--- src/rtl/fpnew_noncomp_writeback.sv ---
// Writeback stage for the non-computational FP unit: formats results (NaN-box,
// zero-extend, classify mask) into a 2-entry FIFO and accumulates sticky fflags.
module fpnew_noncomp_writeback #(
  parameter int unsigned Width    = 32,
  parameter int unsigned Flen     = 64,
  parameter int unsigned TagWidth = 8
) (
  input  logic                clk_i,
  input  logic                rst_ni,
  input  logic                flush_i,
  input  logic                in_valid_i,
  output logic                in_ready_o,
  input  logic [Width-1:0]    result_i,
  input  logic [4:0]          status_i,
  input  logic                extension_bit_i,
  input  logic [9:0]          class_mask_i,
  input  logic                is_class_i,
  input  logic [TagWidth-1:0] tag_i,
  input  logic                mask_i,
  output logic                out_valid_o,
  input  logic                out_ready_i,
  output logic [Flen-1:0]     wb_data_o,
  output logic                wb_is_int_o,
  output logic [4:0]          wb_status_o,
  output logic [TagWidth-1:0] wb_tag_o,
  output logic                wb_mask_o,
  output logic [4:0]          fflags_o,
  input  logic                fflags_clr_i,
  output logic                busy_o
);

  logic [Flen-1:0]     fmt_data;
  logic                fmt_is_int;
  logic [4:0]          fmt_status;

  logic [Flen-1:0]     data_q   [2];
  logic                is_int_q [2];
  logic [4:0]          status_q [2];
  logic [TagWidth-1:0] tag_q    [2];
  logic                mask_q   [2];

  logic [1:0]          count_q, count_d;
  logic                wr_ptr_q, wr_ptr_d;
  logic                rd_ptr_q, rd_ptr_d;
  logic [4:0]          fflags_q, fflags_d;

  logic                push, pop;

  // Formatting happens on entry so the output side is a pure register read.
  always_comb begin
    fmt_data   = '0;
    fmt_is_int = 1'b1;
    if (is_class_i) begin
      fmt_data[9:0] = class_mask_i;
    end else if (extension_bit_i) begin
      fmt_data              = '1;
      fmt_data[Width-1:0]   = result_i;
      fmt_is_int            = 1'b0;
    end else begin
      fmt_data[Width-1:0]   = result_i;
    end
    fmt_status = mask_i ? status_i : 5'b0;
  end

  assign in_ready_o  = (count_q != 2'd2);
  assign out_valid_o = (count_q != 2'd0);
  assign busy_o      = (count_q != 2'd0);

  assign push = in_valid_i & in_ready_o;
  assign pop  = out_valid_o & out_ready_i;

  assign wb_data_o   = data_q[rd_ptr_q];
  assign wb_is_int_o = is_int_q[rd_ptr_q];
  assign wb_status_o = status_q[rd_ptr_q];
  assign wb_tag_o    = tag_q[rd_ptr_q];
  assign wb_mask_o   = mask_q[rd_ptr_q];
  assign fflags_o    = fflags_q;

  always_comb begin
    count_d  = count_q;
    wr_ptr_d = wr_ptr_q ^ push;
    rd_ptr_d = rd_ptr_q ^ pop;
    if (push && !pop) begin
      count_d = count_q + 2'd1;
    end else if (pop && !push) begin
      count_d = count_q - 2'd1;
    end

    fflags_d = fflags_clr_i ? 5'b0 : fflags_q;
    if (pop && wb_mask_o && !flush_i) begin
      fflags_d = fflags_d | wb_status_o;
    end

    // Flush wins over any concurrent push/pop; only the clear request survives it.
    if (flush_i) begin
      count_d  = 2'd0;
      wr_ptr_d = 1'b0;
      rd_ptr_d = 1'b0;
    end
  end

  always_ff @(posedge clk_i or negedge rst_ni) begin
    if (!rst_ni) begin
      count_q  <= 2'd0;
      wr_ptr_q <= 1'b0;
      rd_ptr_q <= 1'b0;
      fflags_q <= 5'b0;
    end else begin
      count_q  <= count_d;
      wr_ptr_q <= wr_ptr_d;
      rd_ptr_q <= rd_ptr_d;
      fflags_q <= fflags_d;
    end
  end

  // Payload storage carries no reset; validity is tracked solely by count_q.
  always_ff @(posedge clk_i) begin
    if (push) begin
      data_q[wr_ptr_q]   <= fmt_data;
      is_int_q[wr_ptr_q] <= fmt_is_int;
      status_q[wr_ptr_q] <= fmt_status;
      tag_q[wr_ptr_q]    <= tag_i;
      mask_q[wr_ptr_q]   <= mask_i;
    end
  end

endmodule

--- config.mk ---
export PLATFORM = sky130hd
export DESIGN_NAME = fpnew_noncomp_writeback
export DESIGN_NICKNAME = d
export VERILOG_FILES = /design/src/rtl/fpnew_noncomp_writeback.sv
export SDC_FILE = /design/constraint.sdc
export NUM_CORES = 1
export LEC_CHECK = 0
export ABC_AREA = 1
export ABC_CLOCK_PERIOD_IN_PS = 2400
export BUFFER_PORTS_ARGS = -buffer_cell sky130_fd_sc_hd__buf_2
export CORE_MARGIN = 5
export CORE_UTILIZATION = 46
export DETAILED_ROUTE_END_ITERATION = 10
export PLACE_DENSITY = 0.85
export SETUP_SLACK_MARGIN = 0.15
export SYNTH_ARGS = -nofsm -noshare
export SYNTH_HDL_FRONTEND = slang
export SYNTH_SLANG_ARGS = --single-unit
--- constraint.sdc ---
create_clock -name clk_i -period 2.4 [get_ports clk_i]
set_input_delay 0.48 -clock clk_i [delete_from_list [all_inputs] [get_ports clk_i]]
set_output_delay 0.48 -clock clk_i [all_outputs]
set_load 0.01 [all_outputs]
After elaboration in Yosys (flattened, before gate mapping)
Memories as Yosys holds them, arrays and structs flattened.
Cells that the tools add are included.

cells by class
  multiplexer cells = 15
  bitwise gates (word level) = 5
  eq/ne operators = 1
  reductions and logical operators = 9
  add/subtract/negate cells = 2

operator list
  kind                   number
  $mux W54               1
  $mux W32               1
  $mux W5                3
  $mux W10               1
  $mux W1                6
  $mux W2                3
  $or A5 B5 Y5           1
  $logic_and A1 B1 Y1    4
  $logic_not A1 Y1       3
  $reduce_bool A3 Y1     1
  $add A2 B1 Y2 const B  1
  $and A1 B1 Y1          2
  $ne A2 B2 Y1 const B   1
  $reduce_bool A2 Y1     1
  $sub A2 B1 Y2 const B  1
  $xor A1 B1 Y1          2

word-level totals
  memory bits (writable) = 158
  word-level logic and storage cells = 41
  register bits after elaboration = 9
  memories kept = 5

memory list
  memory    words  width  rd ports  clocked after memory_dff  write ports  RTL line  text
  data_q    2      64     1         0                         1            36        logic [Flen-1:0] data_q [2];
  tag_q     2      8      1         0                         1            39        logic [TagWidth-1:0] tag_q [2];
  status_q  2      5      1         0                         1            38        logic [4:0] status_q [2];
  is_int_q  2      1      1         0                         1            37        logic is_int_q [2];
  mask_q    2      1      1         0                         1            40        logic mask_q [2];

Depth between registers and ports, before layout
Gate-level depths: netlist of run 1.

  depth after elaboration = 7
  gate-level depth with buffers = 8
  gate-level depth less buffers = 8

Worst setup path after synthesis of run 1
Ideal clock, no wire load.

  path kind = input to register
  start point = input port in_valid_i
  end point = memory data_q[1][0] (enable)
  data required time = 1.989 ns
  slack = 0.104 ns
  stages = 3
  arrival time = 1.885 ns
  cell sequence = inv_1 -> a21oi_2 -> ha_1

between the ends
  cells in the longest elaborated chain, start to end = 3

ends and longest elaborated chain
  what                           RTL line  text
  start: declaration             11        input logic in_valid_i,
  $and A1 B1 Y1                  69        assign push = in_valid_i & in_ready_o;
  $mux W1                        118       if (push) begin
  $mux W1 (not written as such)  119       data_q[wr_ptr_q] <= fmt_data;
  end: declaration               36

Every way passes these cells.

Worst setup path after layout of run 1
  start point = register rd_ptr_q
  end point = output port wb_data_o[0]

between the ends
  cells in the longest elaborated chain, start to end = 1

ends and longest elaborated chain
  what                      RTL line  text
  start: declaration        44        logic rd_ptr_q, rd_ptr_d;
  start signal: assignment  111       rd_ptr_q <= rd_ptr_d;
  $mem_v2 Z2 W64            n/a
  end: declaration          22        output logic [Flen-1:0] wb_data_o,

Every way passes these cells.

==> metrics, run 1 <==
status=completed; CP cell instances=clkinv_2 > buf_4 > nand2_1 > nand2_1 > buf_2; register area share after synthesis=0.6835; hold path depth=1; Post-DRT Antenna Nets=0; worst path arrival time=1600 ps; Yosys top cell area share=0.6340; Final Hold Fails=0; clock-pin slew on the worst setup and hold paths=90 ps; initial antenna violation count=0; final period utilization=0.8667; flop2flop setup slack=730 ps; Syn Inst Count=approximately 430; nets=622; fmax=between 400 and 500 MHz; Hold WS=320.5 ps; most frequent CP cell=nand2_1; top post-synthesis cells by area=edfxtp_1 (63%), nand2_1 (16%), buf_4 (5.3%); worst r2r dst=data_q[0][29]; DR iter-0 viols=between 100 and 150; H-tree depth=3; dpl ws=439.4 ps; synthesized netlist net count=500; worst reg2reg path depth=4; Routed wire per std cell=13.31 um; Crit path required time=~1900 ps; chip width=109.4 um; total core area=around 9700 um2; vias per cell=4.524; final worst path period need=2080 ps; final WL=9236 um; IO Count=151; setup_tns=0 ps; Clock Sinks=105; RSZ-0062 raised after global routing=yes; Setup Buffers After CTS=0; root buf cell=clkbuf_8; global-route wire length before repair=~14,000 um; number of global-route vias before repair=3,024; final setup skew=6.849 ps; synthesized flop and latch total=105; DRC Markers=0; number of CTS-inserted buffers=9; Hold Path End=tag_q[1][7]; maxcap violations=0; iteration count of the initial detailed-routing pass=4; Synth warnings=0; Syn-to-layout area delta=19.43%; Max Fanout on Critical Path=18; pins over their slew limit=0; Max stage delay on crit path=about 400 ps; Cell Area, Synth=4547 um2; DP Cell Count=677; gr usage total=0.1541; CP startpoint kind=flop; CTS Buffer Depth=2; Hold Path Class=input pin to flop; Die H=~110 um; area leader, netlist=edfxtp_1; starting density of the core=0.4673; Cell variety after synth=20; Worst R2R Start=count_q[0]; hold_sp=tag_i[7]; synthesized area per cell=approximately 10 um2; die area=11,970 um2; Final WS setup=319.9 ps; critical path class=flop to primary output; global route total overflow=0; Setup violations, final=0; slew at the pin with the worst max-slew slack=365.1 ps; GPL Wtd Cong=0.7481; Max VDD drop=0.4072 mV; crit end category=primary output; Clock Latency Late Sink=340 ps; vias=3,140; Non-Filler Instances=roughly 690; # diodes=0; I/O Buffers=150; leak pwr=2.625 nW; Critical-path top delay cell=dfrtp_2; pin count of the biggest net entering global routing=between 40 and 50; CTS tree=built; P per Cell Area=907.5 nW/um2; # rows=36; DPL Wire Length=6442 um; layout cells sized above 1=0.3226; Rel. slew slack=0.7563; PnR Total Power=a little under 5 mW
-- cell usage after synthesis --
cell / count
edfxtp_1: 96
nor2_1: 24
o22ai_1: 5
ha_1: 2
o21ai_0: 1
o21ai_1: 1
nor2_2: 2
inv_2: 1
a21oi_2: 2
nand2_2: 2
nand4_1: 1
dfrtp_1: 9
clkbuf_1: 4
and2_1: 5
inv_1: 46
nand3_1: 1
buf_2: 11
buf_4: 32
nand2_1: 188
a21oi_1: 1
-- per-stage QoR --
step | instance area, um2 | util
3_3_place_gp | 5238 | 0.5383
4_1_cts | 5420 | 0.5571
2_1_floorplan | 4547 | -
6_report | 5430 | 0.5581
5_1_grt | 5430 | 0.5581
3_5_place_dp | 5238 | 0.5383
-- state kept, by name, summed over array words and instances, names as in the netlist --
name      flops
wr_ptr_q      1
is_int_q      2
tag_q        16
fflags_o      5
status_q     10
count_q       2
rd_ptr_q      1
data_q       66
mask_q        2
-- timing repair --
item / in CTS / in global routing
hold endpoints to repair: 9 / 0
resized for setup: 1 / 4
endpoints found under the setup margin: 32 / 39
hold buffers: 1 / 0
-- report_power, final --
group / switching (mW) / internal [mW]
Clock: 0.542 / 0.406
Sequential: 0.0835 / 2.31
Combinational: 1.01 / 0.575
-- critical path, delay by kind of cell (launching register included) --
kind | cells | cell delay, ps
DFF | 1 | 400
and+or+nand+nor | 2 | 150
buffers and inverters | 3 | 690
-- routing by layer --
metal | part of all wire | wire (um) | global-route usage | vias up
met5 | 0 | 0 | 0 | -
met4 | 0.010 | 94 | 0.04541 | 0
met3 | 0.077 | 709 | 0.04287 | 7
met2 | 0.51 | 4681 | 0.2672 | 117
met1 | 0.41 | 3751 | 0.1880 | 1440
li1 | - | - | - | 1576
-- final cells by class --
cell class                 instances  area, um2
clock buffer                      13      148.9
clock inverter                     3      20.02
fill                             857       4299
inverter                          47      177.7
multi-input combinational        235      957.2
sequential                       105       3109
tap                              133      166.4
timing repair buffer             158      850.8
-- cells by family after synthesis --
kind of cell               Yosys count  share of synthesized area
DFF                                105                     0.6835
and+or+nand+nor                    223                     0.1899
adders and majority gates            2                   0.005503
AOI/OAI and AO/OA                   10                    0.01403
buffers and inverters               94                     0.1070
-- cell usage in the layout (no fill, tap or decap), types with 4 or more instances in the layout --
master,Yosys,routed
nand2_1,188,188
nor2_1,24,24
o22ai_1,5,5
buf_4,32,4
inv_1,46,45
edfxtp_1,96,96
dfrtp_1,9,8
and2_1,5,5
buf_2,11,150
clkbuf_8,0,10
-- worst max-delay path by stage --
stage / slack (ps) / to / start / depth (start not counted)
final: 320 / wb_data_o[0] / rd_ptr_q / 5
after global routing: 130 / wb_mask_o / rd_ptr_q / 5
after CTS: 170 / wb_data_o[54] / rd_ptr_q / 5
after detailed placement: 440 / wb_data_o[54] / rd_ptr_q / 5
after global placement: 540 / wb_data_o[37] / rd_ptr_q / 5
after floorplan: 100 / data_q[1][0] / in_valid_i / 3
Power figures use the tool's default switching activity.
==> run 2: changes to the inputs <==
==> constraint.sdc (replaced) <==
create_clock -name clk_i -period 2.4 [get_ports clk_i]
set_input_delay 0.24 -clock clk_i [delete_from_list [all_inputs] [get_ports clk_i]]
set_output_delay 0.24 -clock clk_i [all_outputs]
set_load 0.01 [all_outputs]
==> run 2 against run 1 <==
  * Final area rose by 1.1%
  * Register-to-register slack about the same
  * Global-route usage grew 0.73 points
  * Critical path type unchanged
  * Critical endpoint is now wb_data_o[13]
  * Largest power group unchanged
==> metrics, run 2 (same netlist as run 1, synthesis figures left out) <==
IO Count=151 (unchanged); Max Fanout on Critical Path=27 (+9); Worst R2R Start=count_q[0]; DPL Wire Length=6907 um (+7.2%); number of global-route vias before repair=3,127 (+3.4%); iteration count of the initial detailed-routing pass=5 (+1); Clock Sinks=105 (unchanged); Syn-to-layout area delta=20.72%; nets=624 (+0.32%); Routed wire per std cell=13.78 um (+3.5%); CP cell instances=inv_4 > buf_4 > nand2_1 > nand2_1 > buf_2; Setup violations, final=0 (unchanged); # rows=36 (unchanged); final setup skew=5.964 ps (-0.8852 ps); die area=11,970 um2 (unchanged); clock-pin slew on the worst setup and hold paths=100 ps (about the same); Hold Path End=tag_q[1][4]; GPL Wtd Cong=0.7446 (-0.47%); pins over their slew limit=0 (unchanged); # diodes=0 (unchanged); max reg flops=66 (unchanged); P per Cell Area=957.2 nW/um2 (+5.5%); leak pwr=2.663 nW (+1.4%); Hold Path Class=input pin to flop; CP startpoint kind=flop; total core area=9729 um2 (unchanged); vias per cell=4.536 (+0.25%); PnR Total Power=5.254 mW (+6.6%); most frequent cells in the layout=nand2_1 (188), buf_2 (150), edfxtp_1 (96), inv_1 (45), nor2_1 (24); most frequent CP cell=nand2_1; CTS Buffer Depth=2 (unchanged); worst path arrival time=1810 ps (+210 ps); starting density of the core=0.4673 (unchanged); Final WS setup=354.2 ps (+34.29 ps); layout cells sized above 1=0.3304 (+0.007735); Die H=109.4 um (unchanged); dpl ws=586.6 ps (+147.2 ps); Clock Power Share=0.245 (+0.053); status=completed; setup_tns=0 ps (unchanged); initial antenna violation count=0 (unchanged); DR iter-0 viols=195 (+31%); worst reg2reg path depth=4 (unchanged); sw frac=0.3223 (-0.009616); pin count of the biggest net entering global routing=33 (-33%); Critical-path top delay cell=dfrtp_4; RSZ-0062 raised after global routing=no; vias=3,157 (+0.54%); maxcap violations=0 (unchanged); CTS tree=built; H-tree depth=3 (unchanged); Psw=1.693 mW (+3.5%); FILL cells=843 (-1.6%); global-route wire length before repair=14,700 um (+4.4%); combinational power share=0.294 (-0.028); Hold WS=54.81 ps (-265.7 ps); Seq. cell area=3112 um2 (about the same); Crit path required time=2160 ps (+240 ps); final period utilization=0.8524 (-0.01429); sequential share of power=0.461 (-0.025); Final Hold Fails=0 (unchanged); global route total overflow=0 (unchanged); I/O Buffers=150 (unchanged); Post-DRT Antenna Nets=0 (unchanged); hold_sp=tag_i[4]; slew at the pin with the worst max-slew slack=357.5 ps (-7.606 ps); Max VDD drop=0.4502 mV (+11%); fmax=488.8 MHz (+1.7%); area of the multi-input gates=957.2 um2 (unchanged); number of CTS-inserted buffers=9 (unchanged); largest registers=data_q (66), tag_q (16), status_q (10); Clock Latency Late Sink=360 ps (+20 ps); hold path depth=1 (unchanged); Setup Buffers After CTS=0 (unchanged); final worst path period need=2046 ps (-34.29 ps); crit end category=primary output; critical path class=flop to primary output; root buf cell=clkbuf_8; Rel. slew slack=0.7616 (+0.005339); final WL=9588 um (+3.8%); commonest non-fill, non-tap cell in the layout=nand2_1; chip width=109.4 um (unchanged); gr usage total=0.1615 (+0.007318); Biggest register=data_q; flop2flop setup slack=740 ps (about the same); Max stage delay on crit path=600 ps (+200 ps); worst r2r dst=data_q[1][18]; Internal=3.561 mW (+8.2%); DRC Markers=0 (unchanged)
run 2: cell types whose count changed in the layout (fill, tap and decap cells not counted), sizes merged:
cell    before  now
bufinv       0    3
inv         46   47
buf        157  159
clkbuf      13    9
run 2: worst max path at each step:
stage / end / start / cells past startpoint / slack (ps)
detailed placement: wb_data_o[13] / rd_ptr_q / 5 / 590
floorplan: data_q[1][0] / count_q[0] / 3 / 130
finish: wb_data_o[13] / rd_ptr_q / 5 / 350
global placement: wb_data_o[37] / rd_ptr_q / 5 / 610
global route: wb_data_o[34] / rd_ptr_q / 5 / 210
CTS: wb_data_o[13] / rd_ptr_q / 5 / 180
run 2: critical path, delay by kind of cell (launching register included):
kind	cells	cell delay, ps
buffers and inverters	3	680
DFF	1	600
and+or+nand+nor	2	160
run 2: final cells by class:
type	instances	share of cell area
sequential	105	0.5669
multi-input combinational	235	0.1744
timing repair buffer	160	0.1516
inverter	47	0.03260
tap	133	0.03032
clock buffer	9	0.02257
clock inverter	7	0.02165
run 2: timing repair:
| action | CTS | global route |
|---|---|---|
| setup endpoints to repair | 0 | 52 |
| hold buffers | 1 | 0 |
| hold endpoints to repair | 9 | 0 |
| resized for setup | 0 | 4 |
run 2: power by group through the flow:
stage | logic (mW) | clock network (mW) | registers, mW
after global placement | 1.53 | 0 | 2.44
after CTS | 1.57 | 1.31 | 2.42
after floorplan | 1.12 | 0 | 2.43
after detailed placement | 1.57 | 0 | 2.46
after global routing | 1.72 | 1.39 | 2.45
final | 1.54 | 1.29 | 2.42
run 2: per-layer routing:
layer,track usage,routed length (um)
met2,0.2790,4746
met4,0.06500,167
met1,0.1925,3995
met5,0,0
met3,0.04110,678
run 2: metrics by stage:
step | utilization | cell area [um2] | instances
finish | 0.5642 | 5489 | 696
global placement | 0.5373 | 5228 | 679
CTS | 0.5633 | 5480 | 696
global route | 0.5642 | 5489 | 696
floorplan | - | 4547 | 434
detailed placement | 0.5373 | 5228 | 679
==> run 3: changes to the inputs <==
--- a/config.mk
+++ b/config.mk
@@ -8,7 +8,6 @@
 export ABC_AREA = 1
 export ABC_CLOCK_PERIOD_IN_PS = 2400
 export BUFFER_PORTS_ARGS = -buffer_cell sky130_fd_sc_hd__buf_2
-export CORE_MARGIN = 5
 export CORE_UTILIZATION = 46
 export DETAILED_ROUTE_END_ITERATION = 10
 export PLACE_DENSITY = 0.85
==> run 3 against run 2 <==
  * Combinational power is essentially flat
  * Global-route usage grew 1.3 points
  * Sequential share of layout area grew 0.83 points
  * Worst hold slack gained 15 ps
  * Clock-buffer cell count grew 1
  * Largest cell class unchanged
  * Clock power shrank 28%
  * Wire length shrank 11%
  * Die area shrank 14%
  * Largest power group unchanged
  * Maximum frequency grew 7.5%
  * Worst setup slack gained 140 ps
  * Clock skew grew 5.4 ps
==> metrics, run 3 (same netlist as run 1, synthesis figures left out) <==
status=completed; vias per cell=4.620 (+1.9%); Setup Buffers After CTS=0 (unchanged); Clock Sinks=105 (unchanged); CP startpoint kind=flop; # diodes=0 (unchanged); final period utilization=0.7933 (-0.05912); Max VDD drop=0.3797 mV (-16%); final WL=8577 um (-11%); fmax=525.2 MHz (+7.5%); critical path class=flop to primary output; Routed wire per std cell=12.43 um (-9.8%); Clock Power Share=0.191 (-0.054); area of the multi-input gates=957.2 um2 (unchanged); Clock Latency Late Sink=350 ps (about the same); sequential share of power=0.492 (+0.031); hold path depth=1 (unchanged); setup_tns=0 ps (unchanged); layout cells sized above 1=0.3244 (-0.005952); starting density of the core=0.4829 (+0.01559); Hold Path Class=input pin to flop; maxcap violations=0 (unchanged); P per Cell Area=901.5 nW/um2 (-5.8%); Worst R2R Start=count_q[0]; DR iter-0 viols=77 (-61%); iteration count of the initial detailed-routing pass=4 (-1); leak pwr=2.624 nW (-1.5%); number of global-route vias before repair=2,942 (-5.9%); DPL Wire Length=5856 um (-15%); Critical-path top delay cell=nand2_1; commonest non-fill, non-tap cell in the layout=nand2_1; CP top delay family=simple AND/OR/NAND/NOR gates; Psw=1.631 mW (-3.7%); sw frac=0.3346 (+0.01233); Internal=3.242 mW (-8.9%); Rel. slew slack=0.5521 (-0.2095); final worst path period need=1904 ps (-141.9 ps); combinational power share=0.318 (+0.024); WP buf/inv=2 (-1); Hold WS=69.91 ps (+15.10 ps); cts hold-fix bufs=1 (unchanged); vias=3,188 (+0.98%); critical path depth in cells=4 (-1); most frequent cells in the layout=nand2_1 (188), buf_2 (150), edfxtp_1 (96), inv_1 (45), nor2_1 (24); most frequent CP cell=nand2_1; crit end category=primary output; worst reg2reg path depth=4 (unchanged); global route total overflow=0 (unchanged); number of CTS-inserted buffers=9 (unchanged); slew at the pin with the worst max-slew slack=670.2 ps (+312.7 ps); H-tree depth=3 (unchanged); pins over their slew limit=0 (unchanged); total core area=9415 um2 (-3.2%); I/O Buffers=150 (unchanged); DRC Markers=0 (unchanged); worst path arrival time=1660 ps (-150 ps); CTS tree=built; global-route wire length before repair=13,540 um (-7.9%); die area=10,290 um2 (-14%); gr usage total=0.1749 (+0.01339); pin count of the biggest net entering global routing=49 (+48%); Max stage delay on crit path=490 ps (-110 ps); CP Capture Point=wb_data_o[33]; IO Count=151 (unchanged); largest registers=data_q (66), tag_q (16), status_q (10); # rows=35 (-2.8%); Syn-to-layout area delta=18.88%; Post-DRT Antenna Nets=0 (unchanged); Die H=101.4 um (-7.3%); root buf cell=clkbuf_8; GPL Wtd Cong=0.7247 (-2.7%); chip width=101.4 um (-7.3%); CTS Buffer Depth=2 (unchanged); worst r2r dst=data_q[1][12]; RSZ-0062 raised after global routing=no; FILL cells=830 (-1.5%); Max Fanout on Critical Path=32 (+19%); clock-pin slew on the worst setup and hold paths=100 ps (about the same); Worst setup startpoint=rd_ptr_q; post-cts sizing count=0 (unchanged); Seq. cell area=3109 um2 (about the same); initial antenna violation count=0 (unchanged); max reg flops=66 (unchanged); final setup skew=11.40 ps (+5.434 ps); Setup violations, final=0 (unchanged); nets=622 (-0.32%); flop2flop setup slack=770 ps (+30 ps); CP cell instances=clkinv_1 > nand2_1 > nand2_1 > buf_2; Biggest register=data_q; Crit path required time=2160 ps (about the same); Final Hold Fails=0 (unchanged)
## run 3: stage by stage
stage	utilization	power [mW]	cells	instance area [um2]	setup slack, ps
2_1_floorplan	-	3.550	434	4547	132.6
3_3_place_gp	0.5557	3.953	673	5233	900.9
3_5_place_dp	0.5557	4.006	673	5233	804.9
4_1_cts	0.5741	4.921	690	5405	439.5
5_1_grt	0.5741	5.195	690	5405	256.3
6_report	0.5741	4.873	690	5405	496.1
## run 3: how the worst min path moves through the flow
stage,startpoint,end,slack [ps]
after global routing,tag_i[6],tag_q[1][6],50
after CTS,tag_i[3],tag_q[0][3],60
after floorplan,rst_ni,count_q[0],-60
final,tag_i[1],tag_q[0][1],70
after detailed placement,rst_ni,count_q[1],110
after global placement,rst_ni,count_q[0],110
## run 3: power groups by stage
stage	logic, mW	registers [mW]	clock network, mW
after floorplan	1.12	2.43	0
after global placement	1.53	2.42	0
after detailed placement	1.57	2.44	0
after CTS	1.57	2.40	0.953
after global routing	1.75	2.42	1.03
final	1.55	2.40	0.928
## run 3: per-layer routing
metal	wire length (um)	global-route usage	up-vias
met5	0	0	-
met4	161	0.08138	0
met3	362	0.03175	13
met2	4315	0.3051	114
met1	3737	0.2112	1487
li1	-	-	1574
## run 3: area by class of cell
cell class,count,area share
flip-flops and latches,105,0.5752
inverters,47,0.03264
clock inverters,6,0.006481
well taps,129,0.02986
multi-input cells,235,0.1771
repair buffers,158,0.1551
clock buffers,10,0.02361
## run 3: worst reg2reg max path, cell delays in order, from the launching register on
cell and delay, ps:
dfrtp_1 460, inv_2 80, a21oi_2 220, ha_2 240
buf_12 250
